--- src/rtl/fetch_to_decode.sv ---
// IF/ID pipeline register with a one-entry skid buffer, flush-to-bubble and
// saturating stall/flush performance counters.
module fetch_to_decode #(
    parameter int unsigned          DATA_WIDTH = 32,
    parameter int unsigned          CNT_WIDTH  = 16,
    parameter logic [DATA_WIDTH-1:0] NOP_INSTR = 32'h0000_0013
) (
    input  logic                  CLK,
    input  logic                  RSTn,
    input  logic                  ValidF,
    input  logic [DATA_WIDTH-1:0] InstrF,
    input  logic [DATA_WIDTH-1:0] PCF,
    input  logic [DATA_WIDTH-1:0] PCPlus4F,
    output logic                  ReadyF,
    input  logic                  StallD,
    input  logic                  FlushD,
    output logic                  ValidD,
    output logic [DATA_WIDTH-1:0] InstrD,
    output logic [DATA_WIDTH-1:0] PCD,
    output logic [DATA_WIDTH-1:0] PCPlus4D,
    output logic [CNT_WIDTH-1:0]  StallCnt,
    output logic [CNT_WIDTH-1:0]  FlushCnt
);

    typedef enum logic [0:0] {SkidEmpty, SkidFull} skid_state_e;

    skid_state_e state_q, state_d;

    logic                  valid_q, valid_d;
    logic [DATA_WIDTH-1:0] instr_q, instr_d;
    logic [DATA_WIDTH-1:0] pc_q, pc_d;
    logic [DATA_WIDTH-1:0] pc4_q, pc4_d;

    logic [DATA_WIDTH-1:0] skid_instr_q, skid_instr_d;
    logic [DATA_WIDTH-1:0] skid_pc_q, skid_pc_d;
    logic [DATA_WIDTH-1:0] skid_pc4_q, skid_pc4_d;

    logic [CNT_WIDTH-1:0] stall_cnt_q, stall_cnt_d;
    logic [CNT_WIDTH-1:0] flush_cnt_q, flush_cnt_d;

    always_ff @(posedge CLK) begin
        if (!RSTn) begin
            state_q      <= SkidEmpty;
            valid_q      <= 1'b0;
            instr_q      <= NOP_INSTR;
            pc_q         <= '0;
            pc4_q        <= '0;
            skid_instr_q <= NOP_INSTR;
            skid_pc_q    <= '0;
            skid_pc4_q   <= '0;
            stall_cnt_q  <= '0;
            flush_cnt_q  <= '0;
        end else begin
            state_q      <= state_d;
            valid_q      <= valid_d;
            instr_q      <= instr_d;
            pc_q         <= pc_d;
            pc4_q        <= pc4_d;
            skid_instr_q <= skid_instr_d;
            skid_pc_q    <= skid_pc_d;
            skid_pc4_q   <= skid_pc4_d;
            stall_cnt_q  <= stall_cnt_d;
            flush_cnt_q  <= flush_cnt_d;
        end
    end

    always_comb begin
        state_d      = state_q;
        valid_d      = valid_q;
        instr_d      = instr_q;
        pc_d         = pc_q;
        pc4_d        = pc4_q;
        skid_instr_d = skid_instr_q;
        skid_pc_d    = skid_pc_q;
        skid_pc4_d   = skid_pc4_q;

        if (FlushD) begin
            // Squash everything in flight, including whatever fetch offers now.
            state_d = SkidEmpty;
            valid_d = 1'b0;
            instr_d = NOP_INSTR;
            pc_d    = '0;
            pc4_d   = '0;
        end else if (StallD) begin
            if (state_q == SkidEmpty && ValidF) begin
                state_d      = SkidFull;
                skid_instr_d = InstrF;
                skid_pc_d    = PCF;
                skid_pc4_d   = PCPlus4F;
            end
        end else if (state_q == SkidFull) begin
            state_d = SkidEmpty;
            valid_d = 1'b1;
            instr_d = skid_instr_q;
            pc_d    = skid_pc_q;
            pc4_d   = skid_pc4_q;
        end else begin
            valid_d = ValidF;
            instr_d = ValidF ? InstrF : NOP_INSTR;
            pc_d    = PCF;
            pc4_d   = PCPlus4F;
        end
    end

    // Counters saturate at all-ones rather than wrapping.
    always_comb begin
        stall_cnt_d = stall_cnt_q;
        flush_cnt_d = flush_cnt_q;
        if (StallD && valid_q && !FlushD && stall_cnt_q != {CNT_WIDTH{1'b1}}) begin
            stall_cnt_d = stall_cnt_q + 1'b1;
        end
        if (FlushD && flush_cnt_q != {CNT_WIDTH{1'b1}}) begin
            flush_cnt_d = flush_cnt_q + 1'b1;
        end
    end

    assign ReadyF   = (state_q == SkidEmpty);
    assign ValidD   = valid_q;
    assign InstrD   = instr_q;
    assign PCD      = pc_q;
    assign PCPlus4D = pc4_q;
    assign StallCnt = stall_cnt_q;
    assign FlushCnt = flush_cnt_q;

endmodule
--- config.mk ---
export PLATFORM = sky130hd
export DESIGN_NAME = fetch_to_decode
export DESIGN_NICKNAME = d
export VERILOG_FILES = /design/src/rtl/fetch_to_decode.sv
export SDC_FILE = /design/constraint.sdc
export NUM_CORES = 1
export LEC_CHECK = 0
export CAP_MARGIN = 20
export CORE_MARGIN = 2
export CORE_UTILIZATION = 25
export CTS_BUF_LIST = sky130_fd_sc_hd__clkbuf_8
export DETAILED_ROUTE_END_ITERATION = 6
export DONT_BUFFER_PORTS = 1
export GPL_ROUTABILITY_DRIVEN = 0
export HOLD_SLACK_MARGIN = 0.06
export SYNTH_ARGS = -nofsm -noshare
export SYNTH_HDL_FRONTEND = slang
export SYNTH_SLANG_ARGS = --single-unit
export TNS_END_PERCENT = 10
--- constraint.sdc ---
create_clock -name CLK -period 2.1 [get_ports CLK]
set_input_delay 0.315 -clock CLK [delete_from_list [all_inputs] [get_ports CLK]]
set_output_delay 0.315 -clock CLK [all_outputs]
set_load 0.03 [all_outputs]
==> impl_metrics.ini, run 1 <==
[detailed_routing]
drt_first_pass_iters = 5
drc = 0
detailroute.via_count = 8839
vias_per_cell = 4.69
routed_wire_length_mm = 29.4
routedWlPerCell_um = 15.6
detail_route.iter0.violations = 288
final_antenna_net_count = 0

[worst_setup_path]
critPathLaunchType = register
critical-path-top-cell-by-count = sky130_fd_sc_hd__nor2_1
timing.critical_path.required_ns = 2.55
worst_path_dominant_cell_family = buffers and inverters
stage_delay_of_the_slowest_cell_on_the_critical_path_ns = 0.57
critical_path.endpoint_type = register
timing.critical_path.arrival_ns = 2.46
worst-path-max-fanout = 92
path_buf_inv = 2
worst-setup-path-type = register to register
crit_path_top_delay_cell = sky130_fd_sc_hd__dlygate4sd3_1
path_cells = buf_16, mux2i_1, nor2_1, a21oi_1, dlygate4sd3_1, nor2_1

[final_layout]
final_layout_size_suffix_gt1_frac = 0.0897
syn2layout_area_growth_pct = 33.9
final.fill_count = 3866
fin_cells = 1884
layout.cell_area.non_filler_um2 = 12600
seq_area_um2 = 4530
nNetsFinal = 1447
finish.utilization = 0.338
combined_area_of_the_multi_input_logic_cells_um2 = 4540

[logic_synthesis]
dominantRegCellSynth = sky130_fd_sc_hd__dfxtp_1
synth_cell_types = 42
synth_top_area_cell = sky130_fd_sc_hd__dfxtp_1
synthDominantCellAreaShare = 0.479
postSynthCellCount = 1188
synth_enable_flop_cells = 0
yosysSeqAreaShare = 0.479
yosysMostFrequentCell = sky130_fd_sc_hd__nand2_1
avgSynthCellArea_um2 = 7.94
synth.top_cells.by_area = sky130_fd_sc_hd__dfxtp_1, sky130_fd_sc_hd__a21oi_1, sky130_fd_sc_hd__nand2_1
ys_ff_latch = 226
synth_warnings = 0
synthesis.nets = 1291
netlist_area_um2 = 9440
async_flop_share = 0
post_synth_most_frequent_cells = sky130_fd_sc_hd__nand2_1, sky130_fd_sc_hd__a21oi_1, sky130_fd_sc_hd__dfxtp_1

[grt]
met1_usage = 0.167
global_route.usage.total = 0.148
via_count_of_the_first_global_routing_pass = 8757
top_usage_layer = met2
grt_pass1_wl_mm = 46.1
met2_usage = 0.255
total_global_routing_overflow = 0
antenna_found_initial = 1
grt_use_met3 = 0.0450
grt_max_degree = 102

[placement]
dp_cells = 1654
dp_hpwl_mm = 16.7
placement.io_buffers = 0
placement.cell_area_um2 = 10100
placement.setup.worst_slack_ns = 0.353

[timing]
final_min_period_over_clock_period = 0.958
timing.final.crit_period_ns = 2.01
achievable-frequency_mhz = 497
tns_ns = 0
setup-violations-final = 0
post-route-worst-setup-slack_ns = 0.0874
finalHoldViolations = 0
fin_hold_ws_ns = 0.143
worst-slew-pin-transition_ns = 0.899
clock_skew_ns = 0.0156
worst_slew_margin_rel = 0.401
grt_setup_unrepaired = yes
final_max_slew_violation_count = 0

[clocking]
cts_num_sinks = 226
htree_levels = 2
insertion_delay_ns = 0.58
clock_path_buffers = 3
clock-root-buffer = sky130_fd_sc_hd__clkbuf_8
clock_tree_from_tritoncts = done
reg_clk_slew_reported_paths_ns = 0.06
cts_buffers = 41

[outcome]
run_status = finished clean

[power]
design_power_total_mw = 9.80
irDropWorstVdd_v = 0.000479
comb_power_share = 0.089
netSwitchingPower_mw = 2.56
sequentialPowerShare = 0.468
power.density_nw_per_um2 = 775
intPower_mw = 7.23
clkPwrFrac = 0.443
cellLeakagePower_nw = 4.41
power.share.switching = 0.262

[die]
floorplan.initialDensity = 0.252
die_x_um = 198
die_height_um = 198
floorplan_row_count = 71
coreArea_um2 = 37400
top_level_ports = 231
design.die.area_um2 = 39300

[worst_hold_path]
hold_path.class = input pin to register

[run]
maxCapViolCount = 0
[per-layer routing]
layer | routed length, µm | up-vias
met5 | 0 | -
met4 | 904 | 0
met3 | 2350 | 58
met2 | 14100 | 245
met1 | 12000 | 4198
li1 | - | 4338
[state kept, by name, summed over array words and instances, names as in the netlist]
name	flops
skid_pc4_q	32
FlushCnt	16
skid_pc_q	32
PCD	32
InstrD	32
skid_instr_q	32
StallCnt	16
state_q	1
PCPlus4D	32
ValidD	1
[power by group through the flow]
stage          combinational (mW)  clock (mW)  sequential (mW)
3_5_place_dp                0.531           0             4.68
5_1_grt                     0.967        4.70             4.60
4_1_cts                     0.864        4.54             4.59
2_1_floorplan               0.465           0             4.67
6_report                    0.870        4.34             4.59
3_3_place_gp                0.519           0             4.67
[worst reg2reg max path, cell delays in order (launching register included)]
cell and delay (ns):
sky130_fd_sc_hd__dfxtp_4 0.37, sky130_fd_sc_hd__buf_16 0.39, sky130_fd_sc_hd__mux2i_1 0.35, sky130_fd_sc_hd__nor2_1 0.06
sky130_fd_sc_hd__a21oi_1 0.11, sky130_fd_sc_hd__dlygate4sd3_1 0.57, sky130_fd_sc_hd__nor2_1 0.04
[cell families (layout without fill, tap and decap cells)]
kind of cell,count (synthesis),in the layout,share of synthesized area
flops,226,226,0.479
mux,79,79,0.0838
other cells,0,1,0
compound gates,264,264,0.149
simple gates,517,517,0.243
buf+inv,100,284,0.0426
fa+ha+maj,2,2,0.00265
[layout make-up]
cell class / instances / area share
antenna: 1 / 0.000198
clock buffer: 50 / 0.0544
clock inverter: 21 / 0.0121
inverter: 9 / 0.00287
multi-input combinational: 862 / 0.359
sequential: 226 / 0.358
tap: 511 / 0.0506
timing repair buffer: 204 / 0.163
[timing repair]
action | CTS | global route
gates resized for setup | 0 | 11
endpoints found under the setup margin | 0 | 26
hold buffers | 156 | 0
setup buffers | 0 | 2
endpoints found under the hold margin | 219 | 0
[placed cells by master (no fill, tap or decap), drive strengths merged, types with 4 or more instances in the layout]
cell type / netlist / final
clkbuf: 69 / 50
or4: 7 / 7
inv: 9 / 21
o31ai: 7 / 7
nand4: 8 / 8
dlymetal6s4s: 0 / 10
and4: 5 / 5
nand3b: 30 / 30
a21oi: 230 / 230
o21ai: 5 / 5
or3: 6 / 6
buf: 22 / 51
nor3: 6 / 6
nor4: 7 / 7
clkinv: 0 / 6
mux2i: 79 / 79
nor2: 170 / 170
dfxtp: 226 / 226
and3: 5 / 5
nand2: 245 / 245
nand2b: 14 / 14
dlygate4sd3: 0 / 143
o211ai: 4 / 4
nand3: 10 / 10
[path summary, 6_finish.rpt]
path / from / endpoint / slack [ns] / depth (start not counted)
setup / recovery: state_q / PCD[13] / 0.09 / 6
setup reg to reg: state_q / PCD[13] / 0.09 / 6
hold reg to reg: skid_pc_q[14] / skid_pc_q[14] / 0.45 / 2
hold / removal: StallD / PCPlus4D[7] / 0.14 / 3
Power figures use the tool's default switching activity.
==> run 2, diff against run 1 <==
==> constraint.sdc (replaced) <==
create_clock -name CLK -period 2.3 [get_ports CLK]
set_input_delay 0.345 -clock CLK [delete_from_list [all_inputs] [get_ports CLK]]
set_output_delay 0.345 -clock CLK [all_outputs]
set_load 0.03 [all_outputs]
==> run 2 against run 1 <==
- count of clock-buffer cells in the layout rose by 8
- largest cell class unchanged
- critical path type unchanged
- final area fell by 0.55%
- highest routed layer unchanged
- sequential cell count did not move
==> impl_metrics.ini, run 2 (synthesis gave the netlist of run 1 again) <==
[detailed_routing]
routedWlPerCell_um = 15.4
final_antenna_net_count = 0
vias_per_cell = 4.65
detailroute.via_count = 8714
detail_route.iter0.violations = 218
drt_first_pass_iters = 4
drc = 0
routed_wire_length_mm = 28.8

[die]
design.die.area_um2 = 39300
floorplan_row_count = 71
coreArea_um2 = 37400
floorplan.initialDensity = 0.252
die_height_um = 198
die_x_um = 198
top_level_ports = 231

[worst_setup_path]
critical_path.endpoint_type = register
worst-path-max-fanout = 53
worst-setup-path-type = register to register
worst_path_dominant_cell_family = buffers and inverters
timing.critical_path.arrival_ns = 2.59
timing.critical_path.required_ns = 2.73
stage_delay_of_the_slowest_cell_on_the_critical_path_ns = 0.58
critical-path-top-cell-by-count = sky130_fd_sc_hd__nor2_1
crit_path_top_delay_cell = sky130_fd_sc_hd__dlygate4sd3_1
critPathLaunchType = register
path_cells = buf_12, mux2i_1, nor2_1, a21oi_1, dlygate4sd3_1, nor2_1
path_buf_inv = 2

[timing]
clock_skew_ns = 0.0263
tns_ns = 0
achievable-frequency_mhz = 463
worst-slew-pin-transition_ns = 0.638
setup-violations-final = 0
post-route-worst-setup-slack_ns = 0.141
worst_slew_margin_rel = 0.571
grt_setup_unrepaired = no
final_max_slew_violation_count = 0
finalHoldViolations = 0
timing.final.crit_period_ns = 2.16
final_min_period_over_clock_period = 0.939

[final_layout]
finish.utilization = 0.336
combined_area_of_the_multi_input_logic_cells_um2 = 4540
layout.cells.most_common = sky130_fd_sc_hd__nand2_1
layout_common_cells = sky130_fd_sc_hd__nand2_1, sky130_fd_sc_hd__a21oi_1, sky130_fd_sc_hd__dfxtp_1, sky130_fd_sc_hd__nor2_1, sky130_fd_sc_hd__dlygate4sd3_1
final_layout_size_suffix_gt1_frac = 0.0882
syn2layout_area_growth_pct = 33.2
nNetsFinal = 1438
number_of_antenna_diodes = 0
seq_area_um2 = 4530
final.fill_count = 3860
layout.cell_area.non_filler_um2 = 12600

[clocking]
clock_path_buffers = 3
cts_num_sinks = 226
insertion_delay_ns = 0.58
reg_clk_slew_reported_paths_ns = 0.06
cts_buffers = 42
clock-root-buffer = sky130_fd_sc_hd__clkbuf_8
cts_repair_resize_count = 0
htree_levels = 2
clock_tree_from_tritoncts = done

[grt]
total_global_routing_overflow = 0
grt_max_degree = 111
via_count_of_the_first_global_routing_pass = 8358
grt_pass1_wl_mm = 44.5
antenna_found_initial = 0
global_route.usage.total = 0.143

[placement]
dp_hpwl_mm = 16.9
placement.io_buffers = 0
placement.setup.worst_slack_ns = 0.519
placement.cell_area_um2 = 10100

[outcome]
run_status = finished clean

[power]
power.density_nw_per_um2 = 718
irDropWorstVdd_v = 0.000520
cellLeakagePower_nw = 4.33

[worst_hold_path]
hold_path.class = input pin to register

[run]
maxCapViolCount = 0
-- run 2: per-stage QoR --
stage	power [mW]	hold WS, ns	instances
after floorplan	4.68	0.436	1188
after global placement	4.74	0.441	1650
after detailed placement	4.75	0.444	1650
after CTS	9.19	0.0611	1872
after global routing	9.46	0.0852	1872
final	9.03	0.117	1872
-- run 2: per-layer routing --
| metal | vias to the layer above | track usage | wire length (µm) |
|---|---|---|---|
| met3 | 51 | 0.0470 | 2250 |
| met4 | 0 | 0.0674 | 833 |
| met5 | - | 0 | 0 |
| li1 | 4326 | - | - |
| met1 | 4098 | 0.163 | 12000 |
| met2 | 239 | 0.240 | 13700 |
-- run 2: final timing paths --
path	from	slack (ns)	endpoint	cells past startpoint
worst max-delay path	state_q	0.14	PCD[27]	6
worst min-delay path	PCPlus4F[23]	0.12	PCPlus4D[23]	4
worst max register to register	state_q	0.14	PCD[27]	6
worst min register to register	skid_pc4_q[23]	0.45	skid_pc4_q[23]	2
-- run 2: layout make-up --
cell class / count / area share
Tap cell: 511 / 0.0509
Clock buffer: 58 / 0.0635
Multi-Input combinational cell: 862 / 0.361
Clock inverter: 12 / 0.00637
Sequential cell: 226 / 0.360
Timing Repair Buffer: 194 / 0.155
Inverter: 9 / 0.00289
-- run 2: repair_timing --
action / in CTS / in global routing
setup buffers: 0 / 0
setup endpoints to repair: 0 / 0
endpoints found under the hold margin: 214 / 0
hold buffers: 152 / 0
-- run 2: power by group --
group	leakage [nW]	switching (mW)	internal (mW)	total, mW
registers	1.84	0.167	4.03	4.19
clock network	0.479	1.73	2.33	4.06
logic	2.02	0.404	0.371	0.775
total	4.33	2.30	6.73	9.03
-- run 2: worst register-to-register path, stage by stage (launching register included) --
cell and delay (ns):
sky130_fd_sc_hd__dfxtp_4 0.56, sky130_fd_sc_hd__buf_12 0.37, sky130_fd_sc_hd__mux2i_1 0.27, sky130_fd_sc_hd__nor2_1 0.07, sky130_fd_sc_hd__a21oi_1 0.11, sky130_fd_sc_hd__dlygate4sd3_1 0.58
sky130_fd_sc_hd__nor2_1 0.05
==> run 3, diff against run 2 <==
--- a/config.mk
+++ b/config.mk
@@ -7,7 +7,7 @@
 export LEC_CHECK = 0
 export CAP_MARGIN = 20
 export CORE_MARGIN = 2
-export CORE_UTILIZATION = 25
+export CORE_UTILIZATION = 50
 export CTS_BUF_LIST = sky130_fd_sc_hd__clkbuf_8
 export DETAILED_ROUTE_END_ITERATION = 6
 export DONT_BUFFER_PORTS = 1
==> run 3 against run 2 <==
- count of clock-buffer cells in the layout is 6 lower
- sequential share of layout area is 2.4 points higher
- global-route usage increased by 12 points
- core utilization rose by 30 points
- non-clock buffer count down 39
- hold slack lost 0.032 ns
- clock power fell by 7.1%
- routed wire length is 6.7% lower
- die area decreased by 49%
- largest cell class unchanged
- largest power group unchanged
==> impl_metrics.ini, run 3 (synthesis gave the netlist of run 1 again) <==
[grt]
grt_pass1_wl_mm = 42.7
via_count_of_the_first_global_routing_pass = 8187
antenna_found_initial = 0
total_global_routing_overflow = 0
grt_max_degree = 130
global_route.usage.total = 0.261

[timing]
finalHoldViolations = 0
final_max_slew_violation_count = 0
timing.final.crit_period_ns = 2.06
achievable-frequency_mhz = 485
clock_skew_ns = 0.0147
final_min_period_over_clock_period = 0.896
setup-violations-final = 0
worst_slew_margin_rel = 0.488
grt_setup_unrepaired = no
worst-slew-pin-transition_ns = 0.768
tns_ns = 0

[die]
coreArea_um2 = 18600
top_level_ports = 231
floorplan.initialDensity = 0.506
die_x_um = 141
die_height_um = 141
design.die.area_um2 = 20000
floorplan_row_count = 50

[worst_hold_path]
worstHoldEndpoint = PCD[25]
timing.hold.worst.start = PCF[25]
hold_path.class = input pin to register
worst_hold_path.num_cells = 4

[clocking]
htree_levels = 2
cts_buffers = 39
clock_tree_from_tritoncts = done
insertion_delay_ns = 0.52
reg_clk_slew_reported_paths_ns = 0.06
cts_num_sinks = 226
clock-root-buffer = sky130_fd_sc_hd__clkbuf_8
clock_path_buffers = 3

[final_layout]
final_layout_size_suffix_gt1_frac = 0.0825
nNetsFinal = 1396
fin_cells = 1555
layout.cell_area.non_filler_um2 = 11800
layout_common_cells = sky130_fd_sc_hd__nand2_1, sky130_fd_sc_hd__a21oi_1, sky130_fd_sc_hd__dfxtp_1, sky130_fd_sc_hd__nor2_1, sky130_fd_sc_hd__dlygate4sd3_1
layout.cells.most_common = sky130_fd_sc_hd__nand2_1
syn2layout_area_growth_pct = 24.9
final.fill_count = 1646
finish.utilization = 0.632
number_of_antenna_diodes = 0

[worst_setup_path]
rr_startpoint = state_q
worstRegToRegCells = 6
timing.critical_path.arrival_ns = 2.45
worst-path-max-fanout = 129
crit-reg2reg-capture = PCPlus4D[31]
timing.critical_path.required_ns = 2.69
worst-setup-path-type = register to register
worst-r2r-setup-slack_ns = 0.24
critical_path.endpoint_type = register
critPathLaunchType = register

[power]
intPower_mw = 6.49
sequentialPowerShare = 0.483
clkPwrFrac = 0.435
cellLeakagePower_nw = 4.20
power.share.switching = 0.252
irDropWorstVdd_v = 0.000514
netSwitchingPower_mw = 2.19
power.density_nw_per_um2 = 736
comb_power_share = 0.082
design_power_total_mw = 8.67

[detailed_routing]
vias_per_cell = 5.51
detail_route.iter0.violations = 449
drc = 0
detailroute.via_count = 8567
drt_first_pass_iters = 5
routedWlPerCell_um = 17.3
routed_wire_length_mm = 26.9
final_antenna_net_count = 0

[placement]
dp_cells = 1366
dp_hpwl_mm = 14.1
placement.cell_area_um2 = 9720
placement.io_buffers = 0

[run]
maxCapViolCount = 0

[outcome]
run_status = finished clean
==> run 3: repair_timing <==
| item | in CTS | in global routing |
|---|---|---|
| gates resized for setup | 0 | 1 |
| setup buffers | 0 | 0 |
| hold buffers | 120 | 0 |
| endpoints found under the hold margin | 213 | 0 |
| setup endpoints to repair | 0 | 1 |
==> run 3: how the worst max path moves through the flow <==
stage	start	end	slack, ns
after floorplan	StallCnt[6]	StallCnt[11]	0.38
after global placement	StallCnt[11]	StallCnt[13]	0.38
after detailed placement	StallCnt[11]	StallCnt[14]	0.36
after CTS	StallD	StallCnt[11]	0.10
after global routing	state_q	InstrD[1]	0.06
final	state_q	PCPlus4D[31]	0.24
==> run 3: through the flow <==
stage               setup WS [ns]  hold slack (ns)
floorplan                   0.377            0.436
global placement            0.380            0.441
detailed placement          0.360            0.446
CTS                         0.105           0.0651
global route               0.0639           0.0955
finish                      0.239           0.0855
==> run 3: worst max-delay path: stages, from the launching register on <==
cell and delay (ns):
sky130_fd_sc_hd__dfxtp_4 0.35, sky130_fd_sc_hd__buf_12 0.49, sky130_fd_sc_hd__mux2i_1 0.27, sky130_fd_sc_hd__nor2_1 0.06, sky130_fd_sc_hd__a21oi_1 0.11, sky130_fd_sc_hd__dlygate4sd3_1 0.56
sky130_fd_sc_hd__nor2_1 0.04
==> run 3: power groups by stage <==
| stage | clock [mW] | sequential [mW] | combinational (mW) |
|---|---|---|---|
| finish | 3.77 | 4.19 | 0.715 |
| global route | 4.04 | 4.20 | 0.790 |
| CTS | 3.85 | 4.19 | 0.711 |
| detailed placement | 0 | 4.27 | 0.464 |
| global placement | 0 | 4.27 | 0.457 |
| floorplan | 0 | 4.26 | 0.424 |
==> run 3: area by class of cell <==
cell class                      instances  area [µm²]  area share
Tap cell                              234         293      0.0248
Inverter                                9        35.0     0.00297
Clock inverter                         17         101     0.00860
Clock buffer                           52         716      0.0607
Sequential cell                       226        4530       0.384
Timing Repair Buffer                  155        1570       0.134
Multi-Input combinational cell        862        4540       0.385
==> run 3: layer usage <==
layer	up-vias	global-route usage	routed length, µm
met1	3978	0.323	11100
met4	0	0.0774	565
li1	4236	-	-
met3	47	0.0894	2550
met5	-	0	0
met2	306	0.433	12600
